File: config.mk
export PLATFORM = sky130hd
export DESIGN_NAME = instruction_decode
export DESIGN_NICKNAME = d
export VERILOG_FILES = /design/src/rtl/mips_pkg.sv /design/src/rtl/instruction_decode_register_file.sv /design/src/rtl/instruction_decode.sv
export SDC_FILE = /design/constraint.sdc
export NUM_CORES = 2
export LEC_CHECK = 0
export CELL_PAD_IN_SITES_DETAIL_PLACEMENT = 0
export CELL_PAD_IN_SITES_GLOBAL_PLACEMENT = 1
export CORE_MARGIN = 5
export CORE_UTILIZATION = 30
export DETAILED_ROUTE_END_ITERATION = 10
export GPL_TIMING_DRIVEN = 0
export PLACE_DENSITY = 0.61
export SLEW_MARGIN = 20
export SYNTH_ARGS = -nofsm -noshare
export SYNTH_HDL_FRONTEND = slang
export SYNTH_SLANG_ARGS = --single-unit
export TNS_END_PERCENT = 50
File: constraint.sdc
create_clock -name clk -period 4.38 [get_ports clk]
set_input_delay 0.657 -clock clk [delete_from_list [all_inputs] [get_ports clk]]
set_output_delay 0.657 -clock clk [all_outputs]
set_load 0.1 [all_outputs]
File: src/rtl/mips_pkg.sv
// Shared MIPS-I decode constants: opcodes, functs, ALU op encodings and ID/EX control bit positions.
package mips_pkg;

    localparam int ID_CTRL_W = 10;

    localparam logic [5:0] OP_RTYPE = 6'h00;
    localparam logic [5:0] OP_J     = 6'h02;
    localparam logic [5:0] OP_JAL   = 6'h03;
    localparam logic [5:0] OP_BEQ   = 6'h04;
    localparam logic [5:0] OP_BNE   = 6'h05;
    localparam logic [5:0] OP_ADDI  = 6'h08;
    localparam logic [5:0] OP_SLTI  = 6'h0A;
    localparam logic [5:0] OP_ANDI  = 6'h0C;
    localparam logic [5:0] OP_ORI   = 6'h0D;
    localparam logic [5:0] OP_LW    = 6'h23;
    localparam logic [5:0] OP_SW    = 6'h2B;

    typedef enum logic [1:0] {
        ALU_ADD   = 2'b00,
        ALU_SUB   = 2'b01,
        ALU_RTYPE = 2'b10,
        ALU_IMM   = 2'b11
    } alu_op_t;

    localparam int CTRL_REG_WRITE  = 9;
    localparam int CTRL_MEM_READ   = 8;
    localparam int CTRL_MEM_WRITE  = 7;
    localparam int CTRL_MEM_TO_REG = 6;
    localparam int CTRL_ALU_SRC    = 5;
    localparam int CTRL_REG_DST    = 4;
    localparam int CTRL_BRANCH     = 3;
    localparam int CTRL_JUMP       = 2;
    localparam int CTRL_ALU_OP_HI  = 1;
    localparam int CTRL_ALU_OP_LO  = 0;

    // R-type functions executed by EX: shifts, jr, add/sub, logic, set-less-than.
    function automatic logic funct_supported(input logic [5:0] funct);
        case (funct)
            6'h00, 6'h02, 6'h03, 6'h04, 6'h06, 6'h07, 6'h08,
            6'h20, 6'h21, 6'h22, 6'h23, 6'h24, 6'h25, 6'h26,
            6'h27, 6'h2A, 6'h2B: funct_supported = 1'b1;
            default:             funct_supported = 1'b0;
        endcase
    endfunction

endpackage

File: src/rtl/instruction_decode_register_file.sv
// 2-read/1-write register file; $0 hardwired to zero, same-cycle write data bypassed to readers.
module register_file #(
    parameter int DATA_W = 32,
    parameter int REG_AW = 5
) (
    input  logic              clk,
    input  logic              rst,
    input  logic [REG_AW-1:0] raddr_a,
    input  logic [REG_AW-1:0] raddr_b,
    output logic [DATA_W-1:0] rdata_a,
    output logic [DATA_W-1:0] rdata_b,
    input  logic              wb_en,
    input  logic [REG_AW-1:0] wb_addr,
    input  logic [DATA_W-1:0] wb_data
);
    localparam int NREG = 2 ** REG_AW;

    logic [DATA_W-1:0] words [NREG];

    generate
        for (genvar gi = 0; gi < NREG; gi++) begin : g_reg
            if (gi == 0) begin : g_zero
                assign words[gi] = '0;
            end else begin : g_word
                logic [DATA_W-1:0] word_reg;
                always_ff @(posedge clk) begin
                    if (rst) begin
                        word_reg <= '0;
                    end else if (wb_en && wb_addr == REG_AW'(gi)) begin
                        word_reg <= wb_data;
                    end
                end
                assign words[gi] = word_reg;
            end
        end
    endgenerate

    logic bypass_a;
    logic bypass_b;

    assign bypass_a = wb_en && (wb_addr != '0) && (wb_addr == raddr_a);
    assign bypass_b = wb_en && (wb_addr != '0) && (wb_addr == raddr_b);
    assign rdata_a  = bypass_a ? wb_data : words[raddr_a];
    assign rdata_b  = bypass_b ? wb_data : words[raddr_b];

endmodule

File: src/rtl/instruction_decode.sv
// MIPS ID stage: register file, control decode, load-use stall, flush and the ID/EX register.
// Optional build macro ILLEGAL_INSTR_TRAP_EN adds id_illegal for unsupported encodings.
module instruction_decode
    import mips_pkg::*;
#(
    parameter int DATA_W = 32,
    parameter int REG_AW = 5
) (
    input  logic                 clk,
    input  logic                 rst,
    input  logic                 if_valid,
    input  logic [DATA_W-1:0]    if_instr,
    input  logic [DATA_W-1:0]    if_pc,
    input  logic                 flush,
    input  logic                 ex_mem_read,
    input  logic [REG_AW-1:0]    ex_rt,
    input  logic                 wb_en,
    input  logic [REG_AW-1:0]    wb_addr,
    input  logic [DATA_W-1:0]    wb_data,
    output logic                 stall,
    output logic                 id_valid,
    output logic [DATA_W-1:0]    id_pc,
    output logic [DATA_W-1:0]    id_rs_data,
    output logic [DATA_W-1:0]    id_rt_data,
    output logic [DATA_W-1:0]    id_imm,
    output logic [REG_AW-1:0]    id_rs,
    output logic [REG_AW-1:0]    id_rt,
    output logic [REG_AW-1:0]    id_rd,
    output logic [4:0]           id_shamt,
    output logic [5:0]           id_funct,
    output logic [25:0]          id_jtarget,
    output logic [ID_CTRL_W-1:0] id_ctrl
`ifdef ILLEGAL_INSTR_TRAP_EN
    ,
    output logic                 id_illegal
`endif
);
`ifdef ILLEGAL_INSTR_TRAP_EN
    localparam logic TRAP_EN = 1'b1;
`else
    localparam logic TRAP_EN = 1'b0;
`endif

    logic [5:0]           opcode;
    logic [REG_AW-1:0]    rs;
    logic [REG_AW-1:0]    rt;
    logic [REG_AW-1:0]    rd_field;
    logic [DATA_W-1:0]    rs_data;
    logic [DATA_W-1:0]    rt_data;
    logic [ID_CTRL_W-1:0] ctrl_next;
    logic [DATA_W-1:0]    imm_next;
    logic [REG_AW-1:0]    rd_next;
    logic                 supported;
    logic                 rt_used;
    logic                 load;
    logic                 keep;

    assign opcode   = if_instr[31:26];
    assign rs       = if_instr[21 +: REG_AW];
    assign rt       = if_instr[16 +: REG_AW];
    assign rd_field = if_instr[11 +: REG_AW];

    register_file #(.DATA_W(DATA_W), .REG_AW(REG_AW)) u_regs (
        .clk     (clk),
        .rst     (rst),
        .raddr_a (rs),
        .raddr_b (rt),
        .rdata_a (rs_data),
        .rdata_b (rt_data),
        .wb_en   (wb_en),
        .wb_addr (wb_addr),
        .wb_data (wb_data)
    );

    always_comb begin
        ctrl_next = '0;
        supported = 1'b1;
        imm_next  = DATA_W'($signed(if_instr[15:0]));
        rd_next   = rd_field;
        case (opcode)
            OP_RTYPE: begin
                supported                                  = funct_supported(if_instr[5:0]);
                ctrl_next[CTRL_REG_DST]                    = 1'b1;
                ctrl_next[CTRL_REG_WRITE]                  = 1'b1;
                ctrl_next[CTRL_ALU_OP_HI:CTRL_ALU_OP_LO]   = ALU_RTYPE;
            end
            OP_LW: begin
                ctrl_next[CTRL_ALU_SRC]    = 1'b1;
                ctrl_next[CTRL_MEM_READ]   = 1'b1;
                ctrl_next[CTRL_MEM_TO_REG] = 1'b1;
                ctrl_next[CTRL_REG_WRITE]  = 1'b1;
            end
            OP_SW: begin
                ctrl_next[CTRL_ALU_SRC]   = 1'b1;
                ctrl_next[CTRL_MEM_WRITE] = 1'b1;
            end
            OP_BEQ, OP_BNE: begin
                ctrl_next[CTRL_BRANCH]                   = 1'b1;
                ctrl_next[CTRL_ALU_OP_HI:CTRL_ALU_OP_LO] = ALU_SUB;
            end
            OP_ADDI, OP_SLTI, OP_ANDI, OP_ORI: begin
                ctrl_next[CTRL_ALU_SRC]                  = 1'b1;
                ctrl_next[CTRL_REG_WRITE]                = 1'b1;
                ctrl_next[CTRL_ALU_OP_HI:CTRL_ALU_OP_LO] = ALU_IMM;
                if (opcode == OP_ANDI || opcode == OP_ORI) begin
                    imm_next = DATA_W'(if_instr[15:0]);
                end
            end
            OP_J: begin
                ctrl_next[CTRL_JUMP] = 1'b1;
            end
            OP_JAL: begin
                ctrl_next[CTRL_JUMP]      = 1'b1;
                ctrl_next[CTRL_REG_WRITE] = 1'b1;
                rd_next                   = '1;
            end
            default: supported = 1'b0;
        endcase
    end

    // rt is only a source operand for these formats; I-type rt is a destination.
    assign rt_used = (opcode == OP_RTYPE) || (opcode == OP_SW) ||
                     (opcode == OP_BEQ)   || (opcode == OP_BNE);
    assign stall   = !rst && !flush && if_valid && ex_mem_read && (ex_rt != '0) &&
                     ((ex_rt == rs) || ((ex_rt == rt) && rt_used));
    assign load    = if_valid && !flush && !stall;
    assign keep    = load && (supported || TRAP_EN);

    always_ff @(posedge clk) begin
        if (rst || !keep) begin
            id_valid   <= 1'b0;
            id_pc      <= '0;
            id_rs_data <= '0;
            id_rt_data <= '0;
            id_imm     <= '0;
            id_rs      <= '0;
            id_rt      <= '0;
            id_rd      <= '0;
            id_shamt   <= '0;
            id_funct   <= '0;
            id_jtarget <= '0;
            id_ctrl    <= '0;
`ifdef ILLEGAL_INSTR_TRAP_EN
            id_illegal <= 1'b0;
`endif
        end else begin
            id_valid   <= 1'b1;
            id_pc      <= if_pc;
            id_rs_data <= rs_data;
            id_rt_data <= rt_data;
            id_imm     <= imm_next;
            id_rs      <= rs;
            id_rt      <= rt;
            id_rd      <= rd_next;
            id_shamt   <= if_instr[10:6];
            id_funct   <= if_instr[5:0];
            id_jtarget <= if_instr[25:0];
            id_ctrl    <= supported ? ctrl_next : '0;
`ifdef ILLEGAL_INSTR_TRAP_EN
            id_illegal <= !supported;
`endif
        end
    end

endmodule

; Word-level counts from Yosys, hierarchy flattened
; Memory sizes are Yosys's and may differ from the RTL's.
; Cells that the tools add are included.
[classes]
n_addsub = 0
multipliers = 0
n_div = 0
n_lt_le_gt_ge = 2
eq_ne = 45
n_shift = 0
n_mux = 21
bitwise_logic = 3
reduce_logical = 63
[ops]
columns = op, n
row1 = binary-select mux 32 bit (select 5 bit), 2
row2 = 2-to-1 mux 32 bit, 8
row3 = "== test 5 bit, second input constant", 16
row4 = logical AND 1 bit, 43
row5 = "== test 5 x 4 -> 1 bit, second input constant", 8
row6 = "== test 6 x 4 -> 1 bit, second input constant", 4
row7 = "== test 5 x 3 -> 1 bit, second input constant", 4
row8 = == test 5 bit, 4
row9 = "== test 6 x 2 -> 1 bit, second input constant", 2
row10 = "== test 6 x 3 -> 1 bit, second input constant", 2
row11 = "== test 6 bit, second input constant", 2
row12 = "greater-or-equal comparator 6 bit, second input constant", 2
row13 = NOT 5 -> 6 bit, 2
row14 = "== test 5 x 2 -> 1 bit, second input constant", 2
row15 = nonzero test 5 bit, 2
row16 = OR reduction 10 bit, 1
row17 = 2-to-1 mux 1 bit, 8
row18 = OR reduction 7 bit, 1
row19 = zero test 6 bit, 1
row20 = logical OR 1 bit, 6
row21 = one-hot mux 2 bit (3 select lines), 1
row22 = OR reduction 2 bit, 3
row23 = OR reduction 6 bit, 1
row24 = "== test 5 x 1 -> 1 bit, second input constant", 1
row25 = 5 further kinds, 8
[totals]
reg_bits = 1183
latch_bits = 0
mem_bits_rw = 0
mem_bits_ro = 64
input_bits = 112
out_inout_bits = 192
elab_cells = 178
memories = 1
[mem_list]
columns = memory, words, width, rd, rd_ports_with_merged_regs, wr, line_no
row1 = (name not given), 64, 1, 1, 0, 0, mips_pkg.sv:38  ; case (funct)

; Depth between registers and ports, before layout
[logic_depth]
word_depth = 13
ltp_mapped = 12
depth_no_buf = 7

; Cells and area by module
; Synthesis repeated with hierarchy kept, for this count alone.
[unflattened]
cells_unflattened = 6459
hier_area_um2 = 55777.2
[modules_own_cells]
columns = module, instances, cells_per_inst, area_each_um2, seq_area_each_um2
row1 = register_file, 1, 6057, 51191.6, 19859.0
row2 = instruction_decode, 1, 402, 4585.6, 2762.6

; Least setup slack after synthesis
; OpenSTA, ideal clock, no wires.
[synth_timing]
path_type = input-to-output
startpoint = in if_instr[17]
endpoint = out stall
t_arrival_ns = 3.660
t_required_ns = 3.723
setup_slack_ns = 0.063
path_stages = 7
path_buffers = 3
path_cell_list = buf_6 buf_8 buf_6 xor2_1 nor3_1 a32oi_1 nor3_1
[synth_between]
elab_chain_len = 4
[synth_lines]
columns = item, line_no
row1 = "start, declared", instruction_decode.sv:12  ; input logic [DATA_W-1:0] if_instr,
row2 = == test 5 bit, instruction_decode.sv:125  ; ((ex_rt == rs) || ((ex_rt == rt) && rt_used));
row3 = logical AND 1 bit, instruction_decode.sv:125
row4 = logical OR 1 bit, instruction_decode.sv:125
row5 = logical AND 1 bit, instruction_decode.sv:124  ; assign stall = !rst && !flush && if_valid && ex_mem_read && (ex_rt != '0) &&
row6 = "end, declared", instruction_decode.sv:20  ; output logic stall,
; Every way passes these cells.

; Worst setup path after layout
[layout_timing]
startpoint = in if_instr[18]
endpoint = reg id_rt_data[28]
[layout_between]
elab_chain_len = 9
word_cells_on_any_way = 16
cone_classes = eq/ne (2) / mux (4) / bitwise (1) / reduce/logical (9)
[layout_lines]
columns = item, line_no
row1 = "parallel branches: the longest is 9 deep, another holds binary-select mux 32 bit (select 5 bit)", n/a
row2 = "end signal, assigned", instruction_decode.sv:150  ; id_rt_data <= rt_data;
row3 = "end, declared", instruction_decode.sv:24  ; output logic [DATA_W-1:0] id_rt_data,
; Parallel ways; which one is timed is not known. The select of a mux whose other input is x is not followed.
; A chain may end at the register's enable or synchronous reset.

==> results.md <==
- Mapped Area: 0.0555 sq mm
- Clk_lat worst skew: ~0.86 ns
- Failing checks: setup timing
- Core area: around 0.18 sq mm
- Clock Power Share: 0.476
- Crit Path Max Fanout: 10
- LEAKAGE: ~22 nW
- Commonest cells after routing, fill and taps aside: 2066 x nand2_1, 1130 x dfxtp_1, 1024 x a21oi_1
- First-pass GRT wire length: 566000 microns
- CTS tree: yes
- Routed vias: ~59000
- Clock slew seen by the registers of the worst setup and hold paths: 0.06 ns
- # setup viols final: 36
- Crit path kind: input pin to register
- Grt ovf: 0
- PwrDens: 392 mW/mm^2
- Max IR drop VDD: just over 0.3 mV
- Post-Route WL: ~450000 microns
- Die Height: 440 microns
- Final WS setup: -0.337 ns
- Capturing element type of the critical path: register
- Relative slew slack: 0.0668
- Net Sw Power: ~8.1 mW
- Post-synth top area share: 0.408
- Root Buffer Master: clkbuf_16
- Final period utilization: 1.08
- Fraction of registers with async set/reset: 0
- Startpoint types: input pin
- Top_reg_cell synth: dfxtp_1
- H-tree depth reported by CTS: 4
- Chip Width: roughly 440 microns
- 1st-iter DRT viols: 8971
- Slew Limit Fails: 0
- Vias in the first global route: about 54000
- RSZ-0062 raised after global routing: false
- Synth area leaders: dfxtp_1 41%, mux4_2 15%, nand2_1 14%
- Part of the power in combinational logic: 0.128
- TritonCTS Buffers: 142
- Total power draw: 26.3 mW
- Worst Tran Pin Value: about 1.4 ns
- Die area: slightly below 0.2 sq mm
- Post-synth EDFFs: 0
- Layout Nets: about 7000
- Cell row count: approximately 160
- Clock skew: around 0.03 ns
- Post-DP HPWL: 347000 microns
- Sequential power share: 0.396
- Worst hold path class: input pin to register
- I/O Pins: 304
- Initial Utilization: 0.303
- Post-route ant nets: 0
- Max Fclk: roughly 210 MHz
- Cell taking the most area after synthesis: dfxtp_1
- Setup TNS: -5.34 ns
- Net Count, Synth: between 6000 and 7000
- I/O Buffers: 259
- Clk sink count: 1130
- Synth Instances: 6461
- Distinct cells, synth: 62
- Switching share of power: 0.307
- Most common cell after layout, fill and taps aside: nand2_1
- Cell-internal power: 18.2 mW
- Status: finished, violations left
- Clock tree buffer depth: 3
- CTS Hold Bufs: 0
- GRT Total Usage: 0.452
- Pre-Repair DR Iteration Count: 6
- Worst EP required: 5.01 ns
- Flops & latches, synth: about 1100
- Avg Inst Size Synth: ~8.6 sq um
- Initial antenna violation count: 47
- Min Clock Period, post-route: about 4.7 ns
- Sequential fraction of the synthesis area: 0.408
- Layout area overhead: 21.0%
- Max cap viols: 0
- Share of layout cells above drive strength 1: 0.156
- YS warnings: 0
- Detailed-route DRC error count: 0
- Via/cell ratio: 6.22
- Maximum number of pins on one net before global-route repair: 20
- Largest register FFs: about 990
- Arrival @ worst endpoint: 5.35 ns
- Detailed-route wire length per cell: 47.5 microns
- GPL Wtd Cong: roughly 1.0
- Final Hold Viols: 0
-- Yosys cell counts, drive strengths merged, types with 4 or more instances --
library cell and count:
a2111oi 10, a211oi 64, a21oi 1024, a221o 23, a221oi 74, a22o 44
a22oi 28, a311oi 4, a32oi 5, and2 5, and3 58, buf 213
clkbuf 506, dfxtp 1130, inv 9, mux2 77, mux2i 213, mux4 359
nand2 2068, nand2b 28, nand3 31, nand4 8, nor2 169, nor2b 46
nor3 62, nor4 34, o211a 7, o211ai 13, o21ai 38, o221ai 4
o22a 9, o22ai 44, o311ai 7, o32ai 5, or3 6, xnor2 14
xor2 6
-- metrics by stage --
stage	hold WS, ns	worst slack (ns)	instance area, sq um	std cells	utilization
final	0.200	-0.337	67100	9502	0.366
after global routing	0.215	0.000755	67100	9476	0.366
after CTS	0.148	-0.0179	67000	9473	0.365
after detailed placement	0.454	-1.97	62000	9223	0.338
after global placement	0.449	-3.80	61200	9184	0.333
after floorplan	0.442	0.0629	55500	6461	-
-- routing by layer --
metal | track usage | share of wire | up-vias | routed length [microns]
li1 | - | - | 23400 | -
met1 | 0.536 | 0.37 | 30000 | 165000
met2 | 0.645 | 0.41 | 4465 | 185000
met3 | 0.130 | 0.11 | 1288 | 47900
met4 | 0.439 | 0.12 | 10 | 53800
met5 | 0 | 0.00032 | - | 146
-- critical path, stage by stage --
cell and delay [ns]:
clkdlybuf4s50_1 0.75, buf_4 0.39, buf_4 0.35, buf_2 0.57, buf_2 0.54, buf_2 0.58, a211oi_1 0.32, a211oi_1 0.75
a211oi_2 0.31
-- power by group through the flow --
stage               Sequential [mW]  Combinational, mW  Clock (mW)
finish                         10.4               3.37        12.5
global placement               10.6               3.08           0
floorplan                      10.7               1.22           0
CTS                            10.4               3.15        12.5
global route                   10.4               3.24        12.9
detailed placement             10.6               3.13           0
-- area by class of cell --
cell class,instances,area (sq um)
clock buffer,212,4250
tap,2464,3080
multi-input combinational,4603,29900
buffer,716,3430
inverter,9,33.8
clock inverter,38,507
fill,19300,116000
timing repair buffer,300,3220
sequential,1130,22600
antenna,30,75.1
-- path summary, 6_finish.rpt --
kind / startpoint / end / slack [ns] / cells after the start
hold / removal: if_instr[27] / id_ctrl[2] / 0.20 / 3
setup / recovery: if_instr[18] / id_rt_data[28] / -0.34 / 9
setup reg to reg: u_regs.g_reg[15].g_word.word_reg[27] / id_rt_data[27] / 1.17 / 5
hold reg to reg: u_regs.g_reg[23].g_word.word_reg[10] / u_regs.g_reg[23].g_word.word_reg[10] / 0.46 / 2
-- cells by family (layout without fill, tap and decap cells) --
kind of cell | after synthesis | in the layout | synth area share
and+or+nand+nor | 2527 | 2527 | 0.183
AOI/OAI and AO/OA | 1407 | 1407 | 0.148
DFF | 1130 | 1130 | 0.408
buffers and inverters | 728 | 1275 | 0.0590
muxes | 649 | 649 | 0.200
xor gates and xnor gates | 20 | 20 | 0.00316
other | 0 | 30 | 0
-- timing repair --
action / CTS / global route
gates resized for setup: 50 / 22
endpoints found under the setup margin: 31 / 15
endpoints found under the hold margin: 0 / 0
pin swaps: 2 / 0
setup buffers: 2 / 0
Note: power is estimated with default switching activity, not from simulation.
